File: src/rtl/rc4_pkg.sv
// Shared types and constants for the RC4 key-search sequencer: FSM states,
// S RAM owner encoding and the plaintext character-class test.
package rc4_pkg;

    typedef enum logic [3:0] {
        ST_IDLE,
        ST_INIT_GO,
        ST_INIT_WAIT,
        ST_KSA_GO,
        ST_KSA_WAIT,
        ST_DEC_GO,
        ST_DEC_WAIT,
        ST_CHECK,
        ST_NEXT_KEY,
        ST_FOUND,
        ST_EXHAUSTED
    } state_t;

    // Encoding matters: the arbiter maps requester index i to owner value i+1.
    typedef enum logic [1:0] {
        OWN_NONE = 2'd0,
        OWN_INIT = 2'd1,
        OWN_KSA  = 2'd2,
        OWN_DEC  = 2'd3
    } owner_t;

    localparam logic [7:0] ASCII_LO    = 8'h61;
    localparam logic [7:0] ASCII_HI    = 8'h7A;
    localparam logic [7:0] ASCII_SPACE = 8'h20;
    localparam int         S_ADDR_W    = 8;

    function automatic logic is_text(input logic [7:0] b);
        return ((b >= ASCII_LO) && (b <= ASCII_HI)) || (b == ASCII_SPACE);
    endfunction

    function automatic owner_t owner_of(input state_t s);
        case (s)
            ST_INIT_GO, ST_INIT_WAIT: return OWN_INIT;
            ST_KSA_GO,  ST_KSA_WAIT:  return OWN_KSA;
            ST_DEC_GO,  ST_DEC_WAIT:  return OWN_DEC;
            default:                  return OWN_NONE;
        endcase
    endfunction

endpackage

File: src/rtl/rc4_s_ram_arbiter.sv
// Single-port S RAM mux: forwards the owning requester's address/data/wren
// and forces everything to zero when no phase owns the RAM.
module rc4_s_ram_arbiter
    import rc4_pkg::*;
(
    input  logic [1:0]          owner,
    input  logic [S_ADDR_W-1:0] init_s_addr,
    input  logic [7:0]          init_s_data,
    input  logic                init_s_wren,
    input  logic [S_ADDR_W-1:0] ksa_s_addr,
    input  logic [7:0]          ksa_s_data,
    input  logic                ksa_s_wren,
    input  logic [S_ADDR_W-1:0] dec_s_addr,
    input  logic [7:0]          dec_s_data,
    input  logic                dec_s_wren,
    output logic [S_ADDR_W-1:0] s_addr,
    output logic [7:0]          s_data,
    output logic                s_wren
);

    logic [S_ADDR_W-1:0] addr_in [3];
    logic [7:0]          data_in [3];
    logic [2:0]          wren_in;
    logic [S_ADDR_W-1:0] addr_m  [3];
    logic [7:0]          data_m  [3];
    logic [2:0]          wren_m;
    logic [2:0]          sel;

    assign addr_in[0] = init_s_addr;
    assign addr_in[1] = ksa_s_addr;
    assign addr_in[2] = dec_s_addr;
    assign data_in[0] = init_s_data;
    assign data_in[1] = ksa_s_data;
    assign data_in[2] = dec_s_data;
    assign wren_in    = {dec_s_wren, ksa_s_wren, init_s_wren};

    genvar gi;
    generate
        for (gi = 0; gi < 3; gi++) begin : g_req
            assign sel[gi]    = (owner == 2'(gi + 1));
            assign addr_m[gi] = sel[gi] ? addr_in[gi] : '0;
            assign data_m[gi] = sel[gi] ? data_in[gi] : '0;
            assign wren_m[gi] = sel[gi] & wren_in[gi];
        end
    endgenerate

    // At most one select is hot, so OR-ing the gated lanes is a clean mux.
    assign s_addr = addr_m[0] | addr_m[1] | addr_m[2];
    assign s_data = data_m[0] | data_m[1] | data_m[2];
    assign s_wren = |wren_m;

endmodule

File: src/rtl/rc4_key_search_ctrl.sv
// RC4 brute-force sequencer: runs init -> KSA -> decrypt per candidate key,
// snoops decrypted bytes, and stops on printable-lowercase plaintext or KEY_MAX.
module rc4_key_search_ctrl
    import rc4_pkg::*;
#(
    parameter int                  MESSAGE_LENGTH = 32,
    parameter int                  KEY_BITS       = 24,
    parameter logic [KEY_BITS-1:0] KEY_MIN        = 24'h000000,
    parameter logic [KEY_BITS-1:0] KEY_MAX        = 24'h3FFFFF
) (
    input  logic                clock,
    input  logic                reset,
    input  logic                start,
    output logic [KEY_BITS-1:0] key,
    output logic                init_start,
    output logic                ksa_start,
    output logic                dec_start,
    input  logic                init_finish,
    input  logic                ksa_finish,
    input  logic                dec_finish,
    input  logic [7:0]          init_s_addr,
    input  logic [7:0]          ksa_s_addr,
    input  logic [7:0]          dec_s_addr,
    input  logic [7:0]          init_s_data,
    input  logic [7:0]          ksa_s_data,
    input  logic [7:0]          dec_s_data,
    input  logic                init_s_wren,
    input  logic                ksa_s_wren,
    input  logic                dec_s_wren,
    output logic [7:0]          s_addr,
    output logic [7:0]          s_data,
    output logic                s_wren,
    input  logic                dec_wren,
    input  logic [7:0]          dec_data,
    output logic                busy,
    output logic                found,
    output logic                exhausted,
    output logic [KEY_BITS-1:0] found_key
);

    state_t              state_q, state_d;
    owner_t              owner_q, owner_d;
    logic [KEY_BITS-1:0] key_q, key_d;
    logic [KEY_BITS-1:0] found_key_q, found_key_d;
    logic [7:0]          count_q, count_d;
    logic                bad_q, bad_d;

    always_ff @(posedge clock) begin
        if (reset) begin
            state_q     <= ST_IDLE;
            owner_q     <= OWN_NONE;
            key_q       <= KEY_MIN;
            found_key_q <= '0;
            count_q     <= '0;
            bad_q       <= 1'b0;
        end else begin
            state_q     <= state_d;
            owner_q     <= owner_d;
            key_q       <= key_d;
            found_key_q <= found_key_d;
            count_q     <= count_d;
            bad_q       <= bad_d;
        end
    end

    always_comb begin
        state_d     = state_q;
        key_d       = key_q;
        found_key_d = found_key_q;
        count_d     = count_q;
        bad_d       = bad_q;
        case (state_q)
            ST_IDLE, ST_FOUND, ST_EXHAUSTED: begin
                if (start) begin
                    state_d = ST_INIT_GO;
                    key_d   = KEY_MIN;
                end
            end
            ST_INIT_GO:   state_d = ST_INIT_WAIT;
            ST_INIT_WAIT: if (init_finish) state_d = ST_KSA_GO;
            ST_KSA_GO:    state_d = ST_KSA_WAIT;
            ST_KSA_WAIT:  if (ksa_finish) state_d = ST_DEC_GO;
            ST_DEC_GO: begin
                count_d = '0;
                bad_d   = 1'b0;
                state_d = ST_DEC_WAIT;
            end
            ST_DEC_WAIT: begin
                // A write landing with dec_finish is still folded in before CHECK.
                if (dec_wren) begin
                    count_d = count_q + 8'd1;
                    if (!is_text(dec_data)) bad_d = 1'b1;
                end
                if (dec_finish) state_d = ST_CHECK;
            end
            ST_CHECK: begin
                if (!bad_q && (count_q == 8'(MESSAGE_LENGTH))) begin
                    state_d     = ST_FOUND;
                    found_key_d = key_q;
                end else begin
                    state_d = ST_NEXT_KEY;
                end
            end
            ST_NEXT_KEY: begin
                if (key_q == KEY_MAX) begin
                    state_d = ST_EXHAUSTED;
                end else begin
                    key_d   = key_q + KEY_BITS'(1);
                    state_d = ST_INIT_GO;
                end
            end
            default: state_d = ST_IDLE;
        endcase
        owner_d = owner_of(state_d);
    end

    assign key        = key_q;
    assign found_key  = found_key_q;
    assign init_start = (state_q == ST_INIT_GO);
    assign ksa_start  = (state_q == ST_KSA_GO);
    assign dec_start  = (state_q == ST_DEC_GO);
    assign found      = (state_q == ST_FOUND);
    assign exhausted  = (state_q == ST_EXHAUSTED);
    assign busy       = !((state_q == ST_IDLE) || (state_q == ST_FOUND) ||
                          (state_q == ST_EXHAUSTED));

    rc4_s_ram_arbiter u_arb (
        .owner       (owner_q),
        .init_s_addr (init_s_addr),
        .init_s_data (init_s_data),
        .init_s_wren (init_s_wren),
        .ksa_s_addr  (ksa_s_addr),
        .ksa_s_data  (ksa_s_data),
        .ksa_s_wren  (ksa_s_wren),
        .dec_s_addr  (dec_s_addr),
        .dec_s_data  (dec_s_data),
        .dec_s_wren  (dec_s_wren),
        .s_addr      (s_addr),
        .s_data      (s_data),
        .s_wren      (s_wren)
    );

endmodule

File: config.mk
export PLATFORM = sky130hd
export DESIGN_NAME = rc4_key_search_ctrl
export DESIGN_NICKNAME = d
export VERILOG_FILES = /design/src/rtl/rc4_pkg.sv /design/src/rtl/rc4_s_ram_arbiter.sv /design/src/rtl/rc4_key_search_ctrl.sv
export SDC_FILE = /design/constraint.sdc
export NUM_CORES = 1
export LEC_CHECK = 0
export BUFFER_PORTS_ARGS = -buffer_cell sky130_fd_sc_hd__buf_2
export CAP_MARGIN = 20
export CORE_MARGIN = 10
export CORE_UTILIZATION = 45
export CTS_CLUSTER_SIZE = 28
export DETAILED_ROUTE_END_ITERATION = 8
export PLACE_DENSITY_LB_ADDON = 0.15
export SKIP_CTS_REPAIR_TIMING = 1
export SLEW_MARGIN = 20
export SYNTH_ARGS = -nofsm -noshare
export SYNTH_HDL_FRONTEND = slang
export SYNTH_SLANG_ARGS = --single-unit
File: constraint.sdc
create_clock -name clock -period 2.2 [get_ports clock]
set_clock_uncertainty 0.15 [all_clocks]
set_input_delay 0.44 -clock clock [delete_from_list [all_inputs] [get_ports clock]]
set_output_delay 0.44 -clock clock [all_outputs]
set_load 0.005 [all_outputs]
## Word level (Yosys, flattened, before mapping)

Cells that the tools add are included.

- $add $sub $neg: 2
- Magnitude comparators: 2
- Equality and inequality tests: 26
- Muxes and demuxes: 22
- Bitwise operators: 7
- Reductions and logical operators: 19

Operators by type and width:

| cell | number |
|---|---|
| 2-to-1 mux 8 bit | 7 |
| 2-to-1 mux 24 bit | 2 |
| case mux 24 bit (2 select lines) | 1 |
| case mux 4 bit (9 select lines) | 1 |
| bitwise OR 8 bit | 4 |
| equality test 4 x 3 -> 1 bit (second input constant) | 7 |
| adder 24 x 1 -> 24 bit (second input constant) | 1 |
| equality test 24 x 22 -> 1 bit (second input constant) | 1 |
| 2-to-1 mux 4 bit | 5 |
| equality test 4 x 2 -> 1 bit (second input constant) | 4 |
| equality test 8 x 6 -> 1 bit (second input constant) | 2 |
| case mux 8 bit (2 select lines) | 1 |
| equality test 4 bit (second input constant) | 3 |
| adder 8 x 1 -> 8 bit (second input constant) | 1 |
| equality test 4 x 1 -> 1 bit (second input constant) | 2 |
| greater-or-equal comparator 8 x 7 -> 1 bit (second input constant) | 1 |
| less-or-equal comparator 8 x 7 -> 1 bit (second input constant) | 1 |
| inequality test 2 bit (second input constant) | 4 |
| case mux 2 bit (3 select lines) | 1 |
| AND reduction 3 bit | 2 |
| OR reduction 2 bit | 3 |
| OR reduction 3 bit | 2 |
| equality test 2 bit (second input constant) | 2 |
| logical NOT 4 bit | 1 |
| 9 further kinds | 19 |

- Register bits after elaboration: 63
- Bits of input ports: 66
- Output and inout port bits: 71
- Logic and storage cells: 84

## Depth between registers and ports, before layout

Gate-level depths: netlist (run 1).

- Depth after elaboration: 7
- Depth in mapped cells: 8
- Gate-level depth less buffers: 7

## Modules after synthesis

A second synthesis (run 1) with hierarchy kept.

- Cell total of the unflattened synthesis: 416
- Area, all modules: 3,599.7 µm²

Modules (own cells, without submodules):

| module | instances | cells each | area each (µm²) | sequential area each (µm²) |
|---|---|---|---|---|
| rc4_key_search_ctrl | 1 | 375 | 3,145.5 | 1,261.2 |
| rc4_s_ram_arbiter | 1 | 41 | 454.2 | 0.0 |

## Worst setup path after synthesis (run 1)

Ideal clock, no wire load.

- Path type: register to register
- From: reg key_q[0], in the netlist key[0]
- To: reg key_q[19], in the netlist key[19]
- Library setup time: 0.120 ns
- Arrival time: 1.908 ns
- Required time: 1.930 ns
- Setup slack: 0.022 ns
- Cell stages (with the launch flop): 8
- Buffers on the path: 1
- Period minus slack after synthesis: 2.178 ns
- Cells stage by stage: dfxtp_1 > ha_1 > nand4bb_1 > or4_4 > o311ai_4 > buf_6 > or3_1 > a21oi_2

- Longest elaborated chain between the ends: 3
- Elaborated cells between the ends (all ways): 6
- Those cells by class: 1 x add/sub; 2 x eq/ne; 2 x mux; 1 x reduce/logical

Ends and longest elaborated chain:

| what | RTL line | source |
|---|---|---|
| start, declared | rc4_key_search_ctrl.sv:43 | `logic [KEY_BITS-1:0] key_q, key_d;` |
| start signal, assigned | rc4_key_search_ctrl.sv:59 | `key_q <= key_d;` |
| adder 24 x 1 -> 24 bit or equality test 24 x 22 -> 1 bit (tied branches) | rc4_key_search_ctrl.sv:108, rc4_key_search_ctrl.sv:105 |  |
| 2-to-1 mux 24 bit or inequality test 2 bit (tied branches) | -- |  |
| case mux 24 bit (2 select lines) or AND reduction 3 bit (tied branches) | -- |  |

Parallel ways exist; a longest one is shown, timed or not. The select of a mux whose other input is x is not followed.
A chain may end at the register's enable or synchronous reset.

## Worst setup path after layout (run 1)

- From: reg key_q[0], in the netlist key[0]
- To: reg key_q[10], in the netlist key[10]

Same word-level chain as after synthesis.

==> results.sh, run 1 <==
export IMPL_outcome="finished clean"
export IMPL_grt_pass1_wl_mm=17.1
export IMPL_postLayoutCoreUtil_pct=62.6
export IMPL_path_clk_slew_ns=0.07
export IMPL_synth_edff_count=0
export IMPL_cts_made_buffers=9
export IMPL_syn_instance_count=436
export IMPL_fmax_ghz=0.474
export IMPL_slowest_delay_ns=0.59
export IMPL_num_antenna_cells=0
export IMPL_die_area_mm2=0.0118
export IMPL_async_reset_ff_share_pct=0
export IMPL_critPathSlowestCell="or4_4"
export IMPL_drt_initial_drc_count=183
export IMPL_synth_most_common_cell="nand2_1"
export IMPL_cts_max_level=3
export IMPL_cp_max_fo=5
export IMPL_syn_to_final_growth_pct=36.0
export IMPL_clock_root_buffer="clkbuf_8"
export IMPL_first_pass_iters=4
export IMPL_synth_area_mm2=0.00354
export IMPL_wl_per_cell_um=15.6
export IMPL_hold_viol=0
export IMPL_synth_fp_nets=505
export IMPL_fillers=736
export IMPL_cts_tree="built"
export IMPL_critical_path_class="flop to flop"
export IMPL_clkLatencyLatePin_ns=0.34
export IMPL_max_slew_margin_pct=64.8
export IMPL_viasPerCell=5.41
export IMPL_grt_pass1_vias=3537
export IMPL_worstMarginPinSlew_ns=0.525
export IMPL_synth_seq_area_share_pct=35.6
export IMPL_cp_buffers_inverters=1
export IMPL_setup_violations_final=0
export IMPL_hp_class="flop to flop"
export IMPL_finalSetupTns_ns=0
export IMPL_nets=656
export IMPL_synthTopCellsByCount="66 x nand2_1, 63 x dfxtp_1, 52 x a21oi_1, 24 x clkbuf_1"
export IMPL_via_count=3757
export IMPL_yosysUniqueCellTypes=55
export IMPL_gp_congestion=0.828
export IMPL_finalMaxSlewViolations=0
export IMPL_num_rows=32
export IMPL_yosysTopAreaCell="dfxtp_1"
export IMPL_min_period_ns=2.11
export IMPL_crit_required_ns=2.28
export IMPL_wl_mm=10.8
export IMPL_io_pins=137
export IMPL_crit_chain="ha_4 -> nand4bb_1 -> or4_4 -> o311ai_4 -> buf_4 -> xnor2_1 -> nor2_2"
export IMPL_ys_ff_latch=63
export IMPL_die_height_um=109
export IMPL_synth_flop_cell="dfxtp_1"
export IMPL_worstSetupPathDepth=7
export IMPL_grtUsageTotal_pct=17.4
export IMPL_cap_violations=0
export IMPL_io_buffers=136
export IMPL_startpoint_type="flop"
export IMPL_fin_cells=694
export IMPL_grt_start_max_net_pins=26
export IMPL_post_route_drc_count=0
export IMPL_power_density_mw_per_mm2=575
export IMPL_cp_end_kind="flop"
export IMPL_ys_warnings_count=0
export IMPL_drtAntennaViolNets=0
export IMPL_drive_above_1_share_pct=39.2
export IMPL_chipWidth_um=109
export IMPL_fin_crit_sh_pct=95.8
export IMPL_total_leakage_power_uw=0.00201
export IMPL_antenna_found_initial=0
export IMPL_core_area_mm2=0.00769
export IMPL_whs_path_depth=2
export IMPL_place_hpwl_mm=8.08
export IMPL_start_util_pct=46.1
export IMPL_place_inst=677
export IMPL_syn_mean_instance_area_um2=8.12
export IMPL_clock_path_buffers=2
export IMPL_netlist_top_cells_area="dfxtp_1 36%, a21oi_1 7.3%, nand2_1 7.0%"
export IMPL_p_total_uw=2770
export IMPL_grt_remaining_overflow=0
export IMPL_max_vdd_ir_drop_v=0.000426
export IMPL_cts_sinks=63
export IMPL_synth_top_area_share_pct=35.6
export IMPL_crit_arrival_ns=2.19
export IMPL_rrSetupSlack_ns=0.09
export IMPL_reg2regPathDepth=7
export IMPL_cp_top_family="simple AND/OR/NAND/NOR gates"
==> placed cells by master (no fill, tap or decap), types with 4 or more instances in the layout <==
cell type | synthesis | routed
or3_1 | 14 | 14
buf_2 | 5 | 136
nor3_1 | 9 | 9
nand3_1 | 15 | 15
o21ai_0 | 9 | 9
nand2b_1 | 5 | 5
buf_12 | 0 | 4
o21ai_1 | 14 | 14
inv_1 | 7 | 7
nand4_1 | 10 | 10
buf_4 | 0 | 31
nor2b_1 | 6 | 5
clkbuf_8 | 0 | 11
a22o_1 | 18 | 18
nor2_1 | 17 | 17
a21oi_1 | 52 | 52
or4_1 | 9 | 9
mux2_2 | 18 | 18
xor2_1 | 6 | 6
a21oi_2 | 5 | 5
nand2_1 | 66 | 66
o31ai_1 | 10 | 10
dfxtp_1 | 63 | 60
==> registers in the layout (all words and copies together), names as in the netlist <==
name	count
key	24
owner_q	2
state_q	4
count_q	8
bad_q	1
found_key	24
==> area by class of cell <==
type	instances	area, µm²	area share, %
multi-input combinational	331	2120	44.0
sequential	63	1260	26.3
timing repair buffer	174	1040	21.6
clock buffer	11	151	3.14
tap	102	128	2.65
clock inverter	5	80.1	1.66
inverter	8	30.0	0.624
==> through the flow <==
stage                     instance area [µm²]  hold WS, ns  setup slack, ns
final                                    4810        0.298           0.0925
after global routing                     4810        0.315          -0.0194
after CTS                                4740        0.299          -0.0237
after detailed placement                 4510        0.290        -0.000448
after global placement                   4510        0.286           0.0618
after floorplan                          3540        0.298           0.0221
==> kinds of logic after synthesis <==
| logic type | count (synthesis) | share of synthesized area (%) |
|---|---|---|
| compound gates | 122 | 23.1 |
| simple gates | 177 | 26.4 |
| buf+inv | 42 | 5.27 |
| xor+xnor | 9 | 2.23 |
| mux | 20 | 6.29 |
| flops | 63 | 35.6 |
| fa+ha+maj | 3 | 1.06 |
==> worst paths after layout <==
kind,to,from
setup / recovery,key[10],key[0]
hold / removal,found_key[8],found_key[8]
setup reg to reg,key[10],key[0]
hold reg to reg,found_key[8],found_key[8]
==> metal layers <==
metal / global-route usage (%) / wire length, µm / vias to the layer above
li1: - / - / 1884
met1: 20.7 / 4570 / 1746
met2: 29.1 / 5220 / 119
met3: 6.43 / 942 / 8
met4: 4.80 / 104 / 0
met5: 0 / 0 / -
==> tightest hold or removal path: cells and delay by family (launching register included) <==
| family | cells | cell delay (ns) |
|---|---|---|
| flops | 1 | 0.31 |
| simple gates | 1 | 0.05 |
| compound gates | 1 | 0.05 |
==> report_power, final <==
group          total, µW  internal (µW)  switching, µW
sequential          1160           1150           7.93
combinational        467            246            221
clock               1140            697            446
Power figures use the tool's default switching activity.
==> inputs of run 2 (changes only) <==
- MAX_ROUTING_LAYER: default -> met4
==> results.sh, run 2 (synthesis results as in run 1) <==
export IMPL_outcome="finished clean"
export IMPL_drive_above_1_share_pct=40.0
export IMPL_first_pass_iters=4
export IMPL_reg2reg_to="key[18]"
export IMPL_finalMaxSlewViolations=0
export IMPL_crit_chain="ha_4 -> nand4bb_1 -> or4_4 -> o311ai_4 -> buf_6 -> or3_4 -> a21oi_1"
export IMPL_grt_remaining_overflow=0
export IMPL_total_leakage_power_uw=0.00202
export IMPL_nets=657
export IMPL_start_util_pct=46.1
export IMPL_reg2reg_from="key[1]"
export IMPL_cp_top_family="simple AND/OR/NAND/NOR gates"
export IMPL_num_antenna_cells=0
export IMPL_crit_arrival_ns=2.24
export IMPL_hold_viol=0
export IMPL_cts_made_buffers=9
export IMPL_setup_violations_final=0
export IMPL_cp_end_kind="flop"
export IMPL_wl_mm=10.9
export IMPL_cts_tree="built"
export IMPL_core_area_mm2=0.00769
export IMPL_final_common_cell="buf_2"
export IMPL_via_count=3730
export IMPL_min_period_ns=2.17
export IMPL_cap_violations=0
export IMPL_syn_to_final_growth_pct=36.8
export IMPL_reg2regPathDepth=7
export IMPL_crit_start="key[1]"
export IMPL_regArea_mm2=0.00126
export IMPL_critPathSlowestCell="or4_4"
export IMPL_max_vdd_ir_drop_v=0.000425
export IMPL_viasPerCell=5.37
export IMPL_antenna_found_initial=0
export IMPL_io_buffers=136
export IMPL_place_hpwl_mm=8.08
export IMPL_worstSetupPathDepth=7
export IMPL_gp_congestion=0.841
export IMPL_fin_crit_sh_pct=98.5
export IMPL_place_inst=677
export IMPL_multi_input_area_mm2=0.00214
export IMPL_hp_class="flop to flop"
export IMPL_grt_pass1_wl_mm=17.1
export IMPL_postLayoutCoreUtil_pct=63.0
export IMPL_dr_wl_met3_um=852
export IMPL_cts_max_level=3
export IMPL_chipWidth_um=109
export IMPL_die_area_mm2=0.0118
export IMPL_dpl_cell_area_mm2=0.00451
export IMPL_hold_path_startpoint="found_key[8]"
export IMPL_clock_path_buffers=2
export IMPL_drtAntennaViolNets=0
export IMPL_fmax_ghz=0.461
export IMPL_fillers=733
export IMPL_fin_cells=695
export IMPL_met2WireLength_mm=5.21
export IMPL_cp_max_fo=8
export IMPL_crit_required_ns=2.27
export IMPL_clkLatencyLatePin_ns=0.34
export IMPL_grtUsageTotal_pct=18.0
export IMPL_rrSetupSlack_ns=0.03
export IMPL_io_pins=137
export IMPL_grt_pass1_vias=3536
export IMPL_die_height_um=109
export IMPL_post_route_drc_count=0
export IMPL_max_slew_margin_pct=64.8
export IMPL_critical_path_class="flop to flop"
export IMPL_grt_start_max_net_pins=26
export IMPL_rsz0062_at_grt="yes"
export IMPL_drt_initial_drc_count=194
export IMPL_startpoint_type="flop"
export IMPL_path_clk_slew_ns=0.07
export IMPL_slowest_delay_ns=0.62
export IMPL_wl_per_cell_um=15.7
export IMPL_final_area_mm2=0.00484
export IMPL_cp_buffers_inverters=1
export IMPL_num_rows=32
export IMPL_final_cell_mix="136 x buf_2, 66 x nand2_1, 60 x dfxtp_1"
export IMPL_clock_root_buffer="clkbuf_8"
export IMPL_power_density_mw_per_mm2=571
export IMPL_worstMarginPinSlew_ns=0.524
export IMPL_hold_ws_ns=0.297
export IMPL_wl_met1_mm=4.76
export IMPL_cts_sinks=63
export IMPL_crit_path_end="key[18]"
export IMPL_top_layer="met4"
[run 2: cell count changes in the layout (fill, tap and decap cells not counted)]
cell     change
or4_1        -1
or3_4        +2
a21oi_1      -1
buf_6        +1
a21oi_2      +1
or3_1        -2
or4_4        +1
[run 2: final cells by class]
type	count	area share, %
inverters	8	0.620
well taps	102	2.63
flip-flops and latches	63	26.1
multi-input cells	331	44.1
clock inverters	5	1.65
repair buffers	175	21.7
clock buffers	11	3.13
[run 2: report_power, final]
part	switching (µW)	leakage (µW)	internal (µW)
logic	221	0.00140	246
registers	7.95	0.000509	1150
clock network	444	0.000112	697
total	673	0.00202	2090
[run 2: worst min-delay path, cell delays in order (launching register included)]
cell and delay [ns]:
dfxtp_1 0.31, nand2_1 0.05, a21oi_1 0.05
[run 2: how the worst min path moves through the flow]
stage	end	slack, ns	depth (start not counted)
floorplan	found_key[2]	0.30	2
global placement	found_key[23]	0.29	2
detailed placement	found_key[8]	0.29	2
CTS	found_key[8]	0.30	2
global route	found_key[21]	0.31	2
finish	found_key[8]	0.30	2
[run 2: metrics by stage]
| step | setup WS (ns) | total power, µW | TNS [ns] |
|---|---|---|---|
| 2_1_floorplan | 0.0221 | 1450 | 0 |
| 3_3_place_gp | 0.0618 | 1610 | 0 |
| 3_5_place_dp | -0.000448 | 1620 | -0.000448 |
| 4_1_cts | -0.0237 | 2770 | -0.0260 |
| 5_1_grt | -0.0419 | 2890 | -0.192 |
| 6_report | 0.0330 | 2770 | 0 |
[run 2: routing by layer]
layer	track usage, %	vias to the layer above
li1	-	1880
met1	21.1	1741
met2	29.1	103
met3	5.72	6
met4	4.80	0
met5	-	-
